### config.mk
export PLATFORM = sky130hd
export DESIGN_NAME = codec_sample_receiver
export DESIGN_NICKNAME = d
export VERILOG_FILES = /design/src/rtl/codec_rx_pkg.sv /design/src/rtl/sample_fifo.sv /design/src/rtl/codec_sample_receiver.sv
export SDC_FILE = /design/constraint.sdc
export NUM_CORES = 1
export LEC_CHECK = 0
export ABC_AREA = 0
export BUFFER_PORTS_ARGS = -buffer_cell sky130_fd_sc_hd__buf_4
export CAP_MARGIN = 25
export CORE_UTILIZATION = 45
export DETAILED_ROUTE_END_ITERATION = 10
export HOLD_SLACK_MARGIN = 0.1
export PLACE_DENSITY = 0.7
export SYNTH_ARGS = -nofsm -noshare
export SYNTH_HDL_FRONTEND = slang
export SYNTH_SLANG_ARGS = --single-unit
### constraint.sdc
create_clock -name clk -period 6.6 [get_ports clk]
set_input_delay 1.32 -clock clk [delete_from_list [all_inputs] [get_ports clk]]
set_output_delay 1.32 -clock clk [all_outputs]
set_load 0.01 [all_outputs]
### src/rtl/codec_rx_pkg.sv
// Shared types and helpers for the codec record path (sample receiver and its FIFO).
package codec_rx_pkg;

    localparam int CODEC_SAMPLE_W = 16;

    typedef logic signed [CODEC_SAMPLE_W-1:0] sample_t;

    localparam sample_t SAMPLE_MAX = 16'sh7FFF;
    localparam sample_t SAMPLE_MIN = 16'sh8000;

    // Occupancy counters need one extra bit so that "full" (== depth) is representable.
    function automatic int fill_w(input int depth);
        return $clog2(depth) + 1;
    endfunction

endpackage

### src/rtl/sample_fifo.sv
// Synchronous show-ahead FIFO: dout presents the head entry whenever the FIFO is not empty.
module sample_fifo
    import codec_rx_pkg::*;
#(
    parameter int DEPTH = 16,
    parameter int WIDTH = 16
) (
    input  logic                      clk,
    input  logic                      reset,
    input  logic                      push,
    input  logic                      pop,
    input  logic [WIDTH-1:0]          din,
    output logic [WIDTH-1:0]          dout,
    output logic                      empty,
    output logic                      full,
    output logic [fill_w(DEPTH)-1:0]  count
);

    localparam int AW = $clog2(DEPTH);
    localparam int CW = fill_w(DEPTH);

    logic [WIDTH-1:0] mem [DEPTH];
    logic [AW-1:0]    wr_ptr;
    logic [AW-1:0]    rd_ptr;

    // NOTE: storage is deliberately not reset; count gates everything observable, so stale data never leaks out.
    always_ff @(posedge clk) begin
        if (push) begin
            mem[wr_ptr] <= din;
        end
    end

    always_ff @(posedge clk) begin
        if (!reset) begin
            wr_ptr <= '0;
            rd_ptr <= '0;
            count  <= '0;
        end else begin
            if (push) wr_ptr <= wr_ptr + AW'(1);
            if (pop)  rd_ptr <= rd_ptr + AW'(1);
            case ({push, pop})
                2'b10:   count <= count + CW'(1);
                2'b01:   count <= count - CW'(1);
                default: count <= count;
            endcase
        end
    end

    assign empty = (count == '0);
    assign full  = (count == CW'(DEPTH));
    assign dout  = empty ? '0 : mem[rd_ptr];

endmodule

### src/rtl/codec_sample_receiver.sv
// Captures one ADC sample per AC97 frame (with decimation) into a FIFO drained over valid/ready.
// Optional peak-magnitude tracker enabled by defining CODEC_RX_PEAK_HOLD_EN.
module codec_sample_receiver
    import codec_rx_pkg::*;
#(
    parameter int DEPTH = 16,
    parameter int WIDTH = CODEC_SAMPLE_W,
    parameter int DECIM = 1
) (
    input  logic                      clk,
    input  logic                      reset,
    input  logic                      new_frame,
    input  logic [WIDTH-1:0]          sample_in,
    input  logic                      capture_enable,
    output logic [WIDTH-1:0]          sample_out,
    output logic                      sample_valid,
    input  logic                      sample_ready,
    output logic [fill_w(DEPTH)-1:0]  fill_level,
    output logic                      overflow,
    input  logic                      clear_overflow
`ifdef CODEC_RX_PEAK_HOLD_EN
    ,
    output logic [WIDTH-1:0]          peak_level,
    input  logic                      peak_clear
`endif
);

    localparam int DW = (DECIM > 1) ? $clog2(DECIM) : 1;

    logic          new_frame_q;
    logic          frame_edge;
    logic [DW-1:0] dec_cnt;
    logic          push_req;
    logic          push_ok;
    logic          pop;
    logic          drop;
    logic          fifo_empty;
    logic          fifo_full;

    // new_frame can stay high for several cycles; only its rising edge marks a frame.
    assign frame_edge = new_frame & ~new_frame_q;
    assign push_req   = frame_edge & capture_enable & (dec_cnt == '0);
    assign pop        = sample_ready & ~fifo_empty;
    // A full FIFO still accepts a push when a pop frees a slot on the same edge.
    assign push_ok    = push_req & (~fifo_full | pop);
    assign drop       = push_req & fifo_full & ~pop;

    always_ff @(posedge clk) begin
        if (!reset) begin
            new_frame_q <= 1'b0;
            dec_cnt     <= '0;
            overflow    <= 1'b0;
        end else begin
            new_frame_q <= new_frame;
            if (!capture_enable)
                dec_cnt <= '0;
            else if (frame_edge)
                dec_cnt <= (dec_cnt == DW'(DECIM - 1)) ? '0 : dec_cnt + DW'(1);
            if (drop)
                overflow <= 1'b1;
            else if (clear_overflow)
                overflow <= 1'b0;
        end
    end

    sample_fifo #(
        .DEPTH (DEPTH),
        .WIDTH (WIDTH)
    ) u_fifo (
        .clk   (clk),
        .reset (reset),
        .push  (push_ok),
        .pop   (pop),
        .din   (sample_in),
        .dout  (sample_out),
        .empty (fifo_empty),
        .full  (fifo_full),
        .count (fill_level)
    );

    assign sample_valid = ~fifo_empty;

`ifdef CODEC_RX_PEAK_HOLD_EN
    localparam logic [WIDTH-1:0] MAG_MAX = {1'b0, {(WIDTH-1){1'b1}}};
    localparam logic [WIDTH-1:0] NEG_MIN = {1'b1, {(WIDTH-1){1'b0}}};

    logic [WIDTH-1:0] sample_mag;

    // The most negative code has no positive twin, so it saturates.
    always_comb begin
        sample_mag = sample_in;
        if (sample_in == NEG_MIN)
            sample_mag = MAG_MAX;
        else if (sample_in[WIDTH-1])
            sample_mag = ~sample_in + WIDTH'(1);
    end

    always_ff @(posedge clk) begin
        if (!reset)
            peak_level <= '0;
        else if (push_ok && (peak_clear || sample_mag > peak_level))
            peak_level <= sample_mag;
        else if (peak_clear)
            peak_level <= '0;
    end
`endif

endmodule

* Word-level counts from Yosys, hierarchy flattened
Memories as Yosys holds them, arrays and structs flattened. A register that Yosys moved wholly into a read port is not among the register bits. Cells that the tools add are included.
Storage, ports and cells: memories kept 1, flip-flop bits (word level) 16, latch bits 0, bits in read-only memories 0, RAM bits 256, logic and storage cells 41
Memories:
- u_fifo.mem | depth 16, bits a word 16, read ports 1, clocked after memory_dff 1, write ports 1, RTL line sample_fifo.sv:22 | logic [WIDTH-1:0] mem [DEPTH];
Operators by class: bitwise logic cells 13, add/sub/neg operators 5, $lt $le $gt $ge 0, shift operators 0, reductions and logical operators 4, eq/ne operators 3, mux-type cells 9, multiply operators 0, div/mod/pow operators 0
Operator list (count):
- $mux W16 | 1
- $pmux W5 S2 | 1
- $add A4 B1 Y4 const B | 2
- $mux W4 | 2
- $and A1 B1 Y1 | 7
- $add A5 B1 Y5 const B | 1
- $eq A5 B5 Y1 const B | 1
- $logic_not A5 Y1 | 1
- $mux W1 | 5
- $not A1 Y1 | 5
- $sub A5 B1 Y5 const B | 1
- $reduce_bool A2 Y1 | 2
- $eq A2 B1 Y1 const B | 1
- $eq A2 B2 Y1 const B | 1
- $reduce_and A2 Y1 | 1
- $add A1 B1 Y1 const B | 1
- $or A1 B1 Y1 | 1

* Longest topological paths before layout
depth in word-level cells 7, gate-level depth with buffers 12, gate-level depth less buffers 10

* Cells and area by module
Synthesis repeated with hierarchy kept, for this count alone.
Unflattened totals: cell total of the unflattened synthesis 516, area total of the unflattened synthesis 10940.5 um^2
Modules (own cells, without submodules):
- sample_fifo | area an instance 10841.6 um^2, instances 1, sequential area each 8027.7 um^2, cells an instance 505
- codec_sample_receiver | area an instance 98.8 um^2, instances 1, sequential area each 40.0 um^2, cells an instance 11

* Least setup slack after synthesis
No wires, ideal clock.
kind input-to-reg, from input capture_enable, to memory u_fifo.mem[0][0], enable pin, slack 3.049 ns, data arrival time 3.142 ns, stages on the path 4, buffers on the path 0, library setup time 0.409 ns, data required time 6.191 ns, cells stage by stage nand3b_1 a21oi_1 nand2_1 nor3_1
Between the ends: cells in the longest elaborated chain, start to end 5
Ends and longest elaborated chain:
- start: declaration | RTL line codec_sample_receiver.sv:14 | input logic capture_enable,
- $and A1 B1 Y1 (2 in series) | RTL line codec_sample_receiver.sv:42 | assign push_req = frame_edge & capture_enable & (dec_cnt == '0);
- $and A1 B1 Y1 | RTL line codec_sample_receiver.sv:45 | assign push_ok = push_req & (~fifo_full | pop);
- $mux W1 | RTL line sample_fifo.sv:28 | if (push) begin
- $mux W1 (not written as such) | RTL line sample_fifo.sv:29 | mem[wr_ptr] <= din;
- end: declaration | RTL line sample_fifo.sv:22
Every way passes these cells.

==> impl_metrics.ini <==
[worst_setup_path]
arrival_ns = 3.06
cp-start-kind = flip-flop
critPathMaxFanout = 26
required_ns = 5.28
end_kind = primary output
worstSetupPathType = flip-flop to primary output

[clock_tree]
cts_tree = done
cts_resized = 0
cts_buffer_depth = 3
worstSkewPairLatency_ns = 0.53
cts-root-buf = clkbuf_16
cts_setup_buffers = 0
hold_buffers = 0
cts.clk_slew.worst_paths_ns = 0.06
htree_levels = 1
cts.sinks = 275
cts_made_buffers = 27

[yosys]
async_flop_share_pct = 0
yosys_warnings = 0
ys_types = 47
synth_seq_area_share_pct = 73.8
syn_area_per_cell_um2 = 20.8
syn_area_mm2 = 0.0109
synth_edf_count = 256
synthFlopType = edfxtp_1
syn_nets = 556
ys_ff_latch = 275
netlist.area_leader.share_pct = 70.3
synth_top_area_cell = edfxtp_1
synth_area_leaders = edfxtp_1 (70%), mux4_2 (8.4%), mux4_1 (5.5%)
netlist_instances = 525

[detailed_routing]
dr.max_layer_used = met4
wl_met1_um = 9270
wl_met2_um = 10700
drt-total-wl_um = 22200
num_vias = 5405
antenna_left = 0
drcViolationCount = 0
first_pass_iters = 5
vias_per_cell = 5.81
met3_length_um = 1470
wl_per_cell_um = 23.8
drt_iter0_drc = 491

[die]
io_pins = 45
die-area_mm2 = 0.0249
rows = 56
start_util_pct = 46.2
die_h_um = 158
core_mm2 = 0.0237
die_x_um = 158

[sta]
setup_viol_count_final = 0
relSlewSlack_pct = 29.9
period_minus_slack_ns = 4.38
rsz0062_at_grt = no
worstMarginPinSlew_ns = 1.05
final.setup.worst_slack_ns = 2.22
drv_slew = 0
fmax_mhz = 228
fin_worst_skew_ns = 0.0113
hold_ws_ns = 0.495
finalCritPeriodShare_pct = 66.4
fin_tns_setup_ns = 0
hold_viol_final = 0

[placed_design]
dp_hpwl_um = 12700
numPortBuffers = 44
place_congestion = 0.743
pre_cts_slack_ns = 2.69

[power]
switchingPower_w = 0.00107
clkPwrFrac_pct = 34.8
seqPwrFrac_pct = 46.6
combPwrFrac_pct = 18.6
switching_share_pct = 25.1
vdd.ir_drop.worst_mv = 0.246
internal_power_w = 0.00319
p_leak_nw = 4.10
powerDensity_mw_per_mm2 = 340

[run_status]
status = completed

[finish]
area_delta_synth_final_pct = 14.8
fill_cells = 1857
drive_gt1_share_pct = 28.3
final_common_cell = edfxtp_1
nets = 621
n_antenna_cell = 0
layout_common_cells = edfxtp_1 (256), buf_4 (62), mux4_2 (41), clkbuf_16 (27), mux4_1 (23)

[global_route]
antenna_found_initial = 0
grt_pass1_vias = 5510
gr-usage-all-layers_pct = 18.5
overflow = 0
grt_pass1_wl_um = 33100
grt_max_degree = 65

[job]
cap_viol_max_count = 0

[hold_path]
hold_path.class = flip-flop to flip-flop
==> worst max-delay path, stage by stage (launching register included) <==
cell	delay (ns)
dfxtp_2	0.79
buf_4	0.55
mux4_2	0.57
nor2b_1	0.15
a221o_1	0.30
buf_4	0.15
==> synth_stat cells, drive strengths merged (5+ instances only) <==
library cell    n
a221o          16
and2b           6
buf            18
clkbuf          9
dfxtp          19
edfxtp        256
ha              9
inv             9
mux2           16
mux4           64
nand2           6
nand2b          5
nor2           25
nor2b          11
nor3            6
xor2            5
==> flip-flops by register name, summed over array words and instances (netlist names), named ones only <==
| name | flops |
|---|---|
| u_fifo.mem | 256 |
| u_fifo.wr_ptr | 4 |
| overflow | 1 |
| new_frame_q | 1 |
| u_fifo.rd_ptr | 4 |
| u_fifo.count | 5 |
==> power groups by stage <==
stage,combinational [W],sequential [W],clock [W]
final,0.000795,0.00199,0.00149
after global placement,0.000748,0.00205,0
after detailed placement,0.000763,0.00206,0
after CTS,0.000768,0.00202,0.00151
after global routing,0.000858,0.00199,0.00156
after floorplan,0.000542,0.00199,0
==> stage by stage <==
stage | cells | power, W | util [%] | instance area, um2
after floorplan | 525 | 0.00254 | - | 10900
after global placement | 879 | 0.00280 | 49.3 | 11700
after detailed placement | 879 | 0.00282 | 49.3 | 11700
after CTS | 929 | 0.00430 | 52.9 | 12500
after global routing | 930 | 0.00442 | 53.0 | 12600
final | 930 | 0.00427 | 53.0 | 12600
==> cell families after synthesis <==
logic type	Yosys count	synth area share (%)
flip-flops	275	73.8
AND/OR/NAND/NOR	81	4.22
buffers and inverters	36	1.90
adder cells (fa/ha/maj)	9	1.03
multiplexers	84	16.0
XOR/XNOR	7	0.561
AO/OA/AOI/OAI	33	2.54
==> cell type report <==
cell class                      instances  area [um2]  share of cell area, %
Sequential cell                       275        8070                   64.3
Multi-Input combinational cell        214        2700                   21.5
Clock buffer                           30         687                   5.47
Timing Repair Buffer                   63         493                   3.93
Tap cell                              319         399                   3.18
Clock inverter                         20         174                   1.39
Inverter                                9        33.8                  0.269
==> metal layers <==
layer / global-route usage (%) / vias up
met5: 0 / -
met4: 6.61 / 0
met3: 2.74 / 52
met2: 29.6 / 206
met1: 25.8 / 2832
li1: - / 2315
==> final timing paths <==
kind                         from              end  slack, ns  depth (start not counted)
setup / recovery        flip-flop   sample_out[14]       2.22                          5
hold / removal           overflow         overflow       0.49                          2
setup reg to reg  u_fifo.count[0]  u_fifo.count[4]       3.39                          9
hold reg to reg          overflow         overflow       0.49                          2
(Power assumes the default switching activity.)
